**config.mk**
```make
export PLATFORM = sky130hd
export DESIGN_NAME = bip_debug_ctrl
export DESIGN_NICKNAME = d
export VERILOG_FILES = /design/src/rtl/bip_debug_ctrl.sv
export SDC_FILE = /design/constraint.sdc
export NUM_CORES = 1
export LEC_CHECK = 0
export CORE_MARGIN = 3
export CORE_UTILIZATION = 40
export DETAILED_ROUTE_END_ITERATION = 7
export PLACE_DENSITY = 0.66
export SETUP_SLACK_MARGIN = 0.4
export SYNTH_ARGS = -nofsm -noshare
export SYNTH_HDL_FRONTEND = slang
export SYNTH_SLANG_ARGS = --single-unit
```
**constraint.sdc**
```tcl
create_clock -name clk -period 3.33 [get_ports clk]
set_clock_uncertainty 0.15 [all_clocks]
set_input_delay 0.666 -clock clk [delete_from_list [all_inputs] [get_ports clk]]
set_output_delay 0.666 -clock clk [all_outputs]
set_load 0.02 [all_outputs]
```
**src/rtl/bip_debug_ctrl.sv**
```systemverilog
// bip_debug_ctrl
// Command sequencer between the UART and the BIP core. It decodes RUN/STEP
// command words, drives the BIP clear and clock-enable, and then reports
// accumulator, PC and cycle count as three words into the UART TX FIFO.
module bip_debug_ctrl #(
    parameter int              DBIT     = 16,
    parameter int              PC_W     = 11,
    parameter logic [DBIT-1:0] CMD_RUN  = 16'h0052,
    parameter logic [DBIT-1:0] CMD_STEP = 16'h0053
) (
    input  logic            clk,
    input  logic            reset,
    input  logic [DBIT-1:0] rx_data,
    input  logic            rx_done,
    input  logic            tx_full,
    input  logic            bip_halt,
    input  logic [DBIT-1:0] bip_acc,
    input  logic [PC_W-1:0] bip_pc,
    output logic            bip_clear,
    output logic            bip_en,
    output logic            wr_uart,
    output logic [DBIT-1:0] acc_uart,
    output logic            busy,
    output logic            done
);

    typedef enum logic [2:0] {
        S_IDLE,
        S_CLEAR,
        S_RUN,
        S_STEP,
        S_SNAP,
        S_SEND,
        S_FIN
    } state_t;

    state_t          r_state;
    state_t          w_next;
    logic [DBIT-1:0] r_cycle_cnt;
    logic [1:0]      r_word_idx;
    logic [DBIT-1:0] r_snap0;
    logic [DBIT-1:0] r_snap1;
    logic [DBIT-1:0] r_snap2;

    // State register; reset drops straight back to IDLE, aborting any run or report
    always_ff @(posedge clk or negedge reset) begin
        if (!reset) begin
            r_state <= S_IDLE;
        end else begin
            r_state <= w_next;
        end
    end

    // Next-state decode plus the control strobes, all derived from the current state
    always_comb begin
        w_next    = r_state;
        bip_clear = 1'b0;
        bip_en    = 1'b0;
        wr_uart   = 1'b0;
        done      = 1'b0;
        busy      = (r_state != S_IDLE);
        case (r_state)
            S_IDLE: begin
                if (rx_done) begin
                    if (rx_data == CMD_RUN) begin
                        w_next = S_CLEAR;
                    end else if (rx_data == CMD_STEP) begin
                        w_next = S_STEP;
                    end
                end
            end
            S_CLEAR: begin
                bip_clear = 1'b1;
                w_next    = S_RUN;
            end
            S_RUN: begin
                bip_en = ~bip_halt;
                if (bip_halt) begin
                    w_next = S_SNAP;
                end
            end
            S_STEP: begin
                bip_en = ~bip_halt;
                w_next = S_SNAP;
            end
            S_SNAP: begin
                w_next = S_SEND;
            end
            S_SEND: begin
                wr_uart = ~tx_full;
                if (!tx_full && (r_word_idx == 2'd2)) begin
                    w_next = S_FIN;
                end
            end
            S_FIN: begin
                done   = 1'b1;
                w_next = S_IDLE;
            end
            default: begin
                w_next = S_IDLE;
            end
        endcase
    end

    // Report word mux: only drives data while words are being sent, zero otherwise
    always_comb begin
        acc_uart = '0;
        if (r_state == S_SEND) begin
            case (r_word_idx)
                2'd0:    acc_uart = r_snap0;
                2'd1:    acc_uart = r_snap1;
                default: acc_uart = r_snap2;
            endcase
        end
    end

    // Cycle counter, snapshot latches and report index; the counter saturates rather than wraps
    always_ff @(posedge clk or negedge reset) begin
        if (!reset) begin
            r_cycle_cnt <= '0;
            r_word_idx  <= '0;
            r_snap0     <= '0;
            r_snap1     <= '0;
            r_snap2     <= '0;
        end else begin
            case (r_state)
                S_CLEAR: begin
                    r_cycle_cnt <= '0;
                end
                S_RUN, S_STEP: begin
                    if (bip_en && (r_cycle_cnt != '1)) begin
                        r_cycle_cnt <= r_cycle_cnt + DBIT'(1);
                    end
                end
                S_SNAP: begin
                    r_snap0    <= bip_acc;
                    r_snap1    <= DBIT'(bip_pc);
                    r_snap2    <= r_cycle_cnt;
                    r_word_idx <= '0;
                end
                S_SEND: begin
                    if (wr_uart) begin
                        r_word_idx <= r_word_idx + 2'd1;
                    end
                end
                default: begin
                end
            endcase
        end
    end

endmodule

```
==> results of run 1 <==
## layout make-up
type	count	area [sq um]	share of cell area (%)
Clock buffer	10	128	3.01
Timing Repair Buffer	78	717	16.9
Inverter	13	50.0	1.18
Sequential cell	64	1600	37.7
Clock inverter	6	60.1	1.41
Multi-Input combinational cell	201	1560	36.8
Tap cell	102	128	3.01
## final timing paths
check	endpoint	cells past startpoint
max	acc_uart[11]	7
min	r_snap2[4]	1
max reg2reg	r_snap0[1]	4
min reg2reg	r_snap2[14]	1
max in group asynchronous	r_snap1[3]	2
min in group clk	r_snap2[14]	1
## flip-flops by register name (all words and copies together) (netlist names)
| signal | cells |
|---|---|
| r_snap1 | 11 |
| r_state | 3 |
| r_snap2 | 16 |
| r_snap0 | 16 |
| r_cycle_cnt | 16 |
| r_word_idx | 2 |
## worst max-delay path, cell delays in order, from the launching register on
cell and delay, ns:
dfrtp_1 0.43, inv_1 0.12, ha_4 0.23, buf_4 0.18, nor3b_1 0.22, a21oi_1 0.06, nor2_1 0.08, dlygate4sd2_1 0.34
## timing repair
item,4_1_cts,5_1_grt
hold endpoints to repair,0,0
endpoints found under the setup margin,18,9
resized for setup,18,16
## stage by stage
step | worst slack, ns | power (mW)
6_report | 0.509 | 3.19
5_1_grt | 0.386 | 3.41
4_1_cts | 0.258 | 3.21
3_5_place_dp | 0.270 | 2.55
3_3_place_gp | 0.276 | 2.52
2_1_floorplan | 0.901 | 2.13
## power breakdown
part           internal [mW]  total [mW]  switching [mW]
Clock                  0.342       0.655           0.313
Sequential              1.04        1.25           0.213
Combinational          0.653        1.28           0.626
## layer usage
layer  wire length, um  track usage (%)
met3               383             3.75
met5                 0                0
met1              3650             25.0
met2              3670             24.3
met4                76             6.48
## placed cells by master, fill, tap and decap left out, types with 6 or more instances in the layout
| master | instances |
|---|---|
| dfrtp_1 | 64 |
| clkdlybuf4s50_1 | 49 |
| mux2_2 | 45 |
| a21oi_1 | 19 |
| nand2_1 | 18 |
| nor2_1 | 14 |
| inv_1 | 12 |
| a22oi_1 | 12 |
| buf_4 | 10 |
| nand3_1 | 9 |
| clkbuf_8 | 9 |
| dlygate4sd2_1 | 9 |
| o21ai_0 | 7 |
| and3_1 | 6 |
| o211ai_1 | 6 |
| clkbuf_2 | 6 |
## kinds of logic after synthesis
logic type               synth area share, %
adder cells (fa/ha/maj)                 1.51
AO/OA/AOI/OAI                           14.3
multiplexers                            16.2
flip-flops                              48.4
AND/OR/NAND/NOR                         14.3
buffers and inverters                   5.22
==> run metrics, run 1 <==
gpl congestion about 0.8; final hold viol count 0; Iteration-0 DRC Markers 136; Syn Area/Cell 11.1 sq um; cts bufs inserted 9; Clock Sinks 64; mean routed wirelength per cell ~16 um; Post-CTS Setup Bufs 0; Synth top cells by count dfrtp_1 (64), mux2_2 (45), a21oi_1 (19); die height 96.9 um; Finished Layout Cells 474; Max Freq around 350 MHz; Setup CP Type flip-flop to output pin; Synth Instances between 200 and 300; CP Launch Point r_word_idx[0]; Overflow after GRT 0; Clk Latency, worst-skew pair ~0.34 ns; final hold slack roughly 0.13 ns; asr flop ratio synth 100%; reg2reg start r_state[1]; maximum clock insertion buffer count 2; number of global-route vias before repair between 2,000 and 3,000; dominant cell type by area after synthesis dfrtp_1; Core Util, Final between 50% and 60%; worst hold path type input port to async pin; CTS tree built; Period minus WS final 2.82 ns; initial antenna violation count 0; Rel. slew slack 50.9%; DRC 0; Synth top area share 48.4%; H-tree depth 3; register bit count reported by yosys 64; Ys Warns 0; Ant. Diodes 0; Cell Rows 32; Startpoint Class flip-flop; number of max-cap violations 0; fin area 4250 sq um; Initial Util 41.9%; Total GRT Usage 17.0%; core area between 7000 and 8000 sq um; DP Area 4070 sq um; outcome complete, no violations; RSZ-0062 raised after global routing true; die area 9390 sq um; LEAKAGE 1.87 nW; Crit. End Element output pin; synth top area cells dfrtp_1 (48%), mux2_2 (15%), a21oi_1 (2.9%); Worst Path Max Fanout 13; Worst Tran Pin Value 0.731 ns; Seq/Total Area, Yosys about half; placed wire-length estimate around 5.5 mm; total wire length 7.78 mm; Nets between 400 and 500; arrival time worst endpoint 2.01 ns; ANT nets after route 0; vias post-DR ~2,600; first-pass GRT wire length 12.9 mm; IR drop worst, VDD 0.296 mV; Pwr per Cell Area around 750 nW/um^2; Setup TNS 0 ns; DR vias/cell 5.46; R2R setup slack 1.29 ns; Pins Over Slew Limit 0; clock slew at reported path FFs around 0.07 ns; Root Driver clkbuf_8; share of layout cells above drive strength 1 23.7%; Post-synth EDFFs 0; cts hold-fix bufs 0; fillers between 600 and 700; final setup violation count 0; Cell variety after synth 52; number of port buffers 68; pin count of the biggest net entering global routing 45; Tcrit/Tclk final 84.7%; Ports 69; Top FF cell, synth dfrtp_1; Pre-antenna DRT Iters 4; CP required approximately 2.5 ns; count leader, synth dfrtp_1; synthesized cell area 3310 sq um; syn_nets 351; Die Width 96.9 um; Syn-to-layout area delta 28.4%; number of cells after detailed placement 458
No activity file was read; power rests on OpenSTA's default activity.
==> run 2, diff against run 1 <==
==> constraint.sdc (replaced) <==
create_clock -name clk -period 2.7 [get_ports clk]
set_clock_uncertainty 0.15 [all_clocks]
set_input_delay 0.54 -clock clk [delete_from_list [all_inputs] [get_ports clk]]
set_output_delay 0.54 -clock clk [all_outputs]
set_load 0.02 [all_outputs]
==> run 2 against run 1 <==
Register-to-register slack got worse by 0.56 ns. Wire length up 5.0%. Design area rose by 11%. Clock power increased by 30%. Die area is the same. Count of clock-buffer cells in the layout up 2. Core utilization grew 6.0 points. Largest cell class is now multi-input gates.
==> run metrics, run 2 (same netlist as run 1, synthesis figures left out) <==
arrival time worst endpoint 1.74 ns; core area 7890 sq um; number of global-route vias before repair 2,801; Setup TNS 0 ns; Pins Over Slew Limit 0; share of layout cells above drive strength 1 40.8%; clock slew at reported path FFs 0.07 ns; LEAKAGE slightly above 2 nW; die area 9390 sq um; DRC 0; mean routed wirelength per cell 16.8 um; Syn-to-layout area delta 42.8%; Pre-antenna DRT Iters 4; number of max-cap violations 0; Period minus WS final roughly 2.4 ns; overall power 4.75 mW; Rel. slew slack 55.4%; wl on met1 3.50 mm; Ant. Diodes 0; Worst Path Max Fanout 8; met3 wire len 361 um; Clock Sinks 64; Root Driver clkbuf_8; ANT nets after route 0; vias post-DR 2,724; CP required 2.01 ns; Reg2Reg Depth 5; die height about 97 um; Overflow after GRT 0; R2R Path End r_cycle_cnt[3]; Ports 69; final setup violation count 0; Largest regs r_cycle_cnt (16), r_snap0 (16), r_snap2 (16); gpl congestion 0.793; H-tree depth 3; commonest non-fill, non-tap cells in the layout dfrtp_1 (62), clkdlybuf4s50_1 (46), mux2_2 (45), buf_4 (23), nor2_1 (12); final hold slack around 0.055 ns; total wire length a little over 8 mm; Clk Latency, worst-skew pair 0.34 ns; Cell Rows 32; placed wire-length estimate 5.43 mm; Pwr per Cell Area ~1000 nW/um^2; cts hold-fix bufs 0; Max Freq slightly above 400 MHz; Iteration-0 DRC Markers 121; final hold viol count 0; CTS tree built; Total GRT Usage 18.0%; R2R setup slack around 0.73 ns; DR vias/cell 5.59; DR top layer met4; Tcrit/Tclk final 89.8%; initial antenna violation count 0; Worst Tran Pin Value 0.667 ns; maximum clock insertion buffer count 2; cts bufs inserted 9; worst hold path type input port to async pin; Nets 432; Die Width 96.9 um; met2 WL post-DR 4.18 mm; Initial Util about two fifths; pin count of the biggest net entering global routing 45; outcome complete, no violations; Setup CP Type flip-flop to output pin; number of port buffers 68; first-pass GRT wire length 13.6 mm; Crit. End Element output pin; reg2reg start r_cycle_cnt[0]; IR drop worst, VDD 0.640 mV; Startpoint Class flip-flop; RSZ-0062 raised after global routing true; most common cell after layout, fill and taps aside dfrtp_1
==> run 2: power by group <==
| part | switching, mW | internal [mW] | total [mW] |
|---|---|---|---|
| clock | 0.377 | 0.477 | 0.854 |
| sequential | 0.287 | 1.29 | 1.57 |
| combinational | 1.06 | 1.26 | 2.32 |
==> run 2: layout make-up <==
| cell class | count | area (sq um) |
|---|---|---|
| repair buffers | 91 | 975 |
| inverters | 13 | 50.0 |
| clock inverters | 4 | 52.6 |
| fillers | 640 | 3170 |
| clock buffers | 12 | 155 |
| multi-input cells | 201 | 1760 |
| well taps | 102 | 128 |
| flip-flops and latches | 64 | 1600 |
==> run 2: routing by layer <==
metal	GRT usage (%)	vias up
li1	-	1268
met1	22.2	1374
met2	30.0	71
met3	5.19	11
met4	6.05	0
met5	0	-
==> run 2: through the flow <==
| step | cells | utilization (%) | instance area (sq um) | setup slack [ns] |
|---|---|---|---|---|
| 5_1_grt | 487 | 59.9 | 4720 | 0.163 |
| 3_5_place_dp | 459 | 52.8 | 4160 | -0.0175 |
| 3_3_place_gp | 459 | 52.8 | 4160 | -0.00911 |
| 4_1_cts | 485 | 58.7 | 4630 | 0.268 |
| 6_report | 487 | 59.9 | 4720 | 0.274 |
| 2_1_floorplan | 299 | - | 3340 | 0.490 |
==> run 2: critical path, stage by stage, from the launching register on <==
cell and delay (ns):
dfrtp_1 0.42, buf_6 0.14, ha_4 0.19, buf_12 0.15
nor3b_4 0.16, a21oi_1 0.06, nor2_1 0.12, buf_4 0.16
==> run 2: worst max path at each step <==
| stage | startpoint | endpoint | slack (ns) | cells after the start |
|---|---|---|---|---|
| after global placement | bip_halt | bip_en | -0.009 | 4 |
| after CTS | r_word_idx[0] | acc_uart[5] | 0.27 | 7 |
| after floorplan | r_word_idx[0] | acc_uart[10] | 0.49 | 6 |
| after global routing | r_word_idx[0] | acc_uart[12] | 0.16 | 7 |
| final | r_word_idx[0] | acc_uart[12] | 0.27 | 7 |
| after detailed placement | bip_halt | bip_en | -0.02 | 4 |
==> run 2: timing repair <==
action / CTS / global route
resized for setup: 143 / 12
cloned: 4 / 1
pin swaps: 29 / 7
endpoints found under the hold margin: 0 / 0
setup endpoints to repair: 21 / 18
setup buffers: 6 / 1
==> run 3, diff against run 2 <==
--- a/config.mk
+++ b/config.mk
@@ -5,10 +5,12 @@
 export SDC_FILE = /design/constraint.sdc
 export NUM_CORES = 1
 export LEC_CHECK = 0
+export CORE_ASPECT_RATIO = 1.5
 export CORE_MARGIN = 3
 export CORE_UTILIZATION = 40
 export DETAILED_ROUTE_END_ITERATION = 7
 export PLACE_DENSITY = 0.66
+export RECOVER_POWER = 25
 export SETUP_SLACK_MARGIN = 0.4
 export SYNTH_ARGS = -nofsm -noshare
 export SYNTH_HDL_FRONTEND = slang
==> run 3 against run 2 <==
The flow now finishes with violations (capacitance limit, slew limit). Core utilization fell by 2.3 points. Sequential share of layout area rose by 0.80 points. Clock power rose by 36%. Worst setup slack improved by 0.047 ns. Highest routed layer unchanged. Design area fell by 2.3%. Non-clock buffer count fell by 4. Critical endpoint is now acc_uart[10]. Total power fell by 2.2%. Global-route usage barely moved. Combinational power fell by 17%. Via count fell by 2.9%.
==> run metrics, run 3 (same netlist as run 1, synthesis figures left out) <==
outcome complete, but fails checks; failing checks capacitance limit, slew limit; R2R setup slack 0.70 ns; Overflow after GRT 0; Max Freq 420 MHz; core area 8010 sq um; net load switching power 1.61 mW; final hold slack between 0.3 and 0.4 ns; Critical Path Most Common Cell buf_6; Clk network pwr share 25.1%; Clk Latency, worst-skew pair 0.33 ns; LEAKAGE 1.98 nW; hold worst-path end r_snap2[13]; Hold Path Cell Cnt 1; clock slew at reported path FFs around 0.050 ns; Iteration-0 DRC Markers roughly 170; Crit. path cell count 7; Pwr per Cell Area 1010 nW/um^2; critical path buffer and inverter count 3; CP required 2.01 ns; ANT nets after route 0; Tcrit/Tclk final between 80% and 90%; crit path max-delay cell type dfrtp_1; Root Driver clkbuf_16; vias post-DR 2,646; Flop pwr share 33.4%; worst hold path type flip-flop to flip-flop; top cell family by delay on the critical path buffers and inverters; H-tree depth 3; Initial Util about 41%; RSZ-0062 raised after global routing true; pin count of the biggest net entering global routing 65; total wire length a little over 8 mm; Reg2Reg Depth 5; cell internal pwr 3.04 mW; Largest regs r_cycle_cnt (16), r_snap0 (16), r_snap2 (16); Total GRT Usage 18.0%; register area 1600 sq um; number of max-cap violations 1; Die Width approximately 80 um; Setup CP Type flip-flop to output pin; reg2reg start r_cycle_cnt[0]; DRC 0; R2R Path End r_cycle_cnt[14]; hold path start r_snap2[13]; DR vias/cell approximately 5.4; Startpoint Class flip-flop; Pins Over Slew Limit 65; number of port buffers a little under 70; Ports 69; Pre-antenna DRT Iters 4; arrival time worst endpoint 1.69 ns; IR drop worst, VDD between 0.6 and 0.7 mV; Syn-to-layout area delta 39.6%; cts bufs inserted 9; CTS tree built; Period minus WS final ~2.4 ns; crit-path cells buf_6 > ha_4 > nor2_4 > buf_6 > nand2_2 > a21oi_2 > buf_6; fillers 722; Crit. End Element output pin; cts hold-fix bufs 0; number of global-route vias before repair roughly 2,800; placed wire-length estimate 5.50 mm; Ant. Diodes 0; area of the multi-input gates 1690 sq um; commonest non-fill, non-tap cells in the layout dfrtp_1 (62), mux2_2 (45), clkdlybuf4s50_1 (45), buf_4 (21), nor2_1 (12); share of layout cells above drive strength 1 37.8%; final setup violation count 0; die area roughly 9400 sq um; Worst Path Max Fanout 6; Comb pwr share 41.5%; gpl congestion approximately 0.79; initial antenna violation count 0; die height 117 um; most common cell after layout, fill and taps aside dfrtp_1; Clock Sinks 64; Nets 428; Worst Tran Pin Value 1.58 ns; worst stage delay on the critical path ~0.4 ns; maximum clock insertion buffer count 2; mean routed wirelength per cell between 15 and 20 um; first-pass GRT wire length between 10 and 15 mm; final hold viol count 0; Setup TNS 0 ns; Cell Rows 40; switching share of power 34.7%; Rel. slew slack -5.16%
==> run 3: what timing repair did <==
| action | CTS | global route |
|---|---|---|
| setup buffers | 4 | 1 |
| resized for setup | 115 | 23 |
| pin swaps | 14 | 15 |
| endpoints found under the setup margin | 21 | 20 |
| endpoints found under the hold margin | 0 | 0 |
| gates cloned | 1 | 0 |
==> run 3: how the worst max path moves through the flow <==
stage | slack [ns] | start | end
finish | 0.32 | r_word_idx[0] | acc_uart[10]
global route | 0.25 | r_word_idx[0] | acc_uart[10]
CTS | 0.22 | r_word_idx[1] | acc_uart[14]
detailed placement | -0.06 | bip_halt | bip_en
global placement | -0.06 | bip_halt | bip_en
floorplan | 0.49 | r_word_idx[0] | acc_uart[10]
==> run 3: final cells by class <==
type,instances,area share (%)
inverters,13,1.08
repair buffers,87,18.1
well taps,105,2.85
flip-flops and latches,64,34.8
clock inverters,3,0.868
multi-input cells,201,36.7
clock buffers,13,5.64
==> run 3: power by group through the flow <==
stage               logic (mW)  registers, mW  clock network (mW)
floorplan                 1.23           1.44                   0
global placement          1.70           1.53                   0
detailed placement        1.73           1.54                   0
CTS                       1.90           1.54                1.18
global route              2.09           1.59                1.22
finish                    1.93           1.55                1.16
==> run 3: metal layers <==
| metal | vias up | GRT usage (%) | wire length, um |
|---|---|---|---|
| li1 | 1259 | - | - |
| met1 | 1317 | 22.0 | 3340 |
| met2 | 54 | 30.0 | 4310 |
| met3 | 16 | 2.92 | 200 |
| met4 | 0 | 9.09 | 213 |
| met5 | - | 0 | 0 |
==> run 3: per-stage QoR <==
step | utilization [%] | area [sq um] | worst slack (ns) | power, mW | std cells
floorplan | - | 3340 | 0.490 | 2.66 | 299
global placement | 52.2 | 4180 | -0.0573 | 3.23 | 464
detailed placement | 52.2 | 4180 | -0.0606 | 3.27 | 464
CTS | 57.2 | 4580 | 0.220 | 4.61 | 485
global route | 57.6 | 4610 | 0.246 | 4.90 | 486
finish | 57.6 | 4610 | 0.321 | 4.65 | 486
==> run 3: worst register-to-register path, cell delays in order (launching register included) <==
cell and delay (ns):
dfrtp_1 0.44, ha_1 0.25, and3_1 0.33, nand4_1 0.20, or4_1 0.45, o211ai_1 0.10
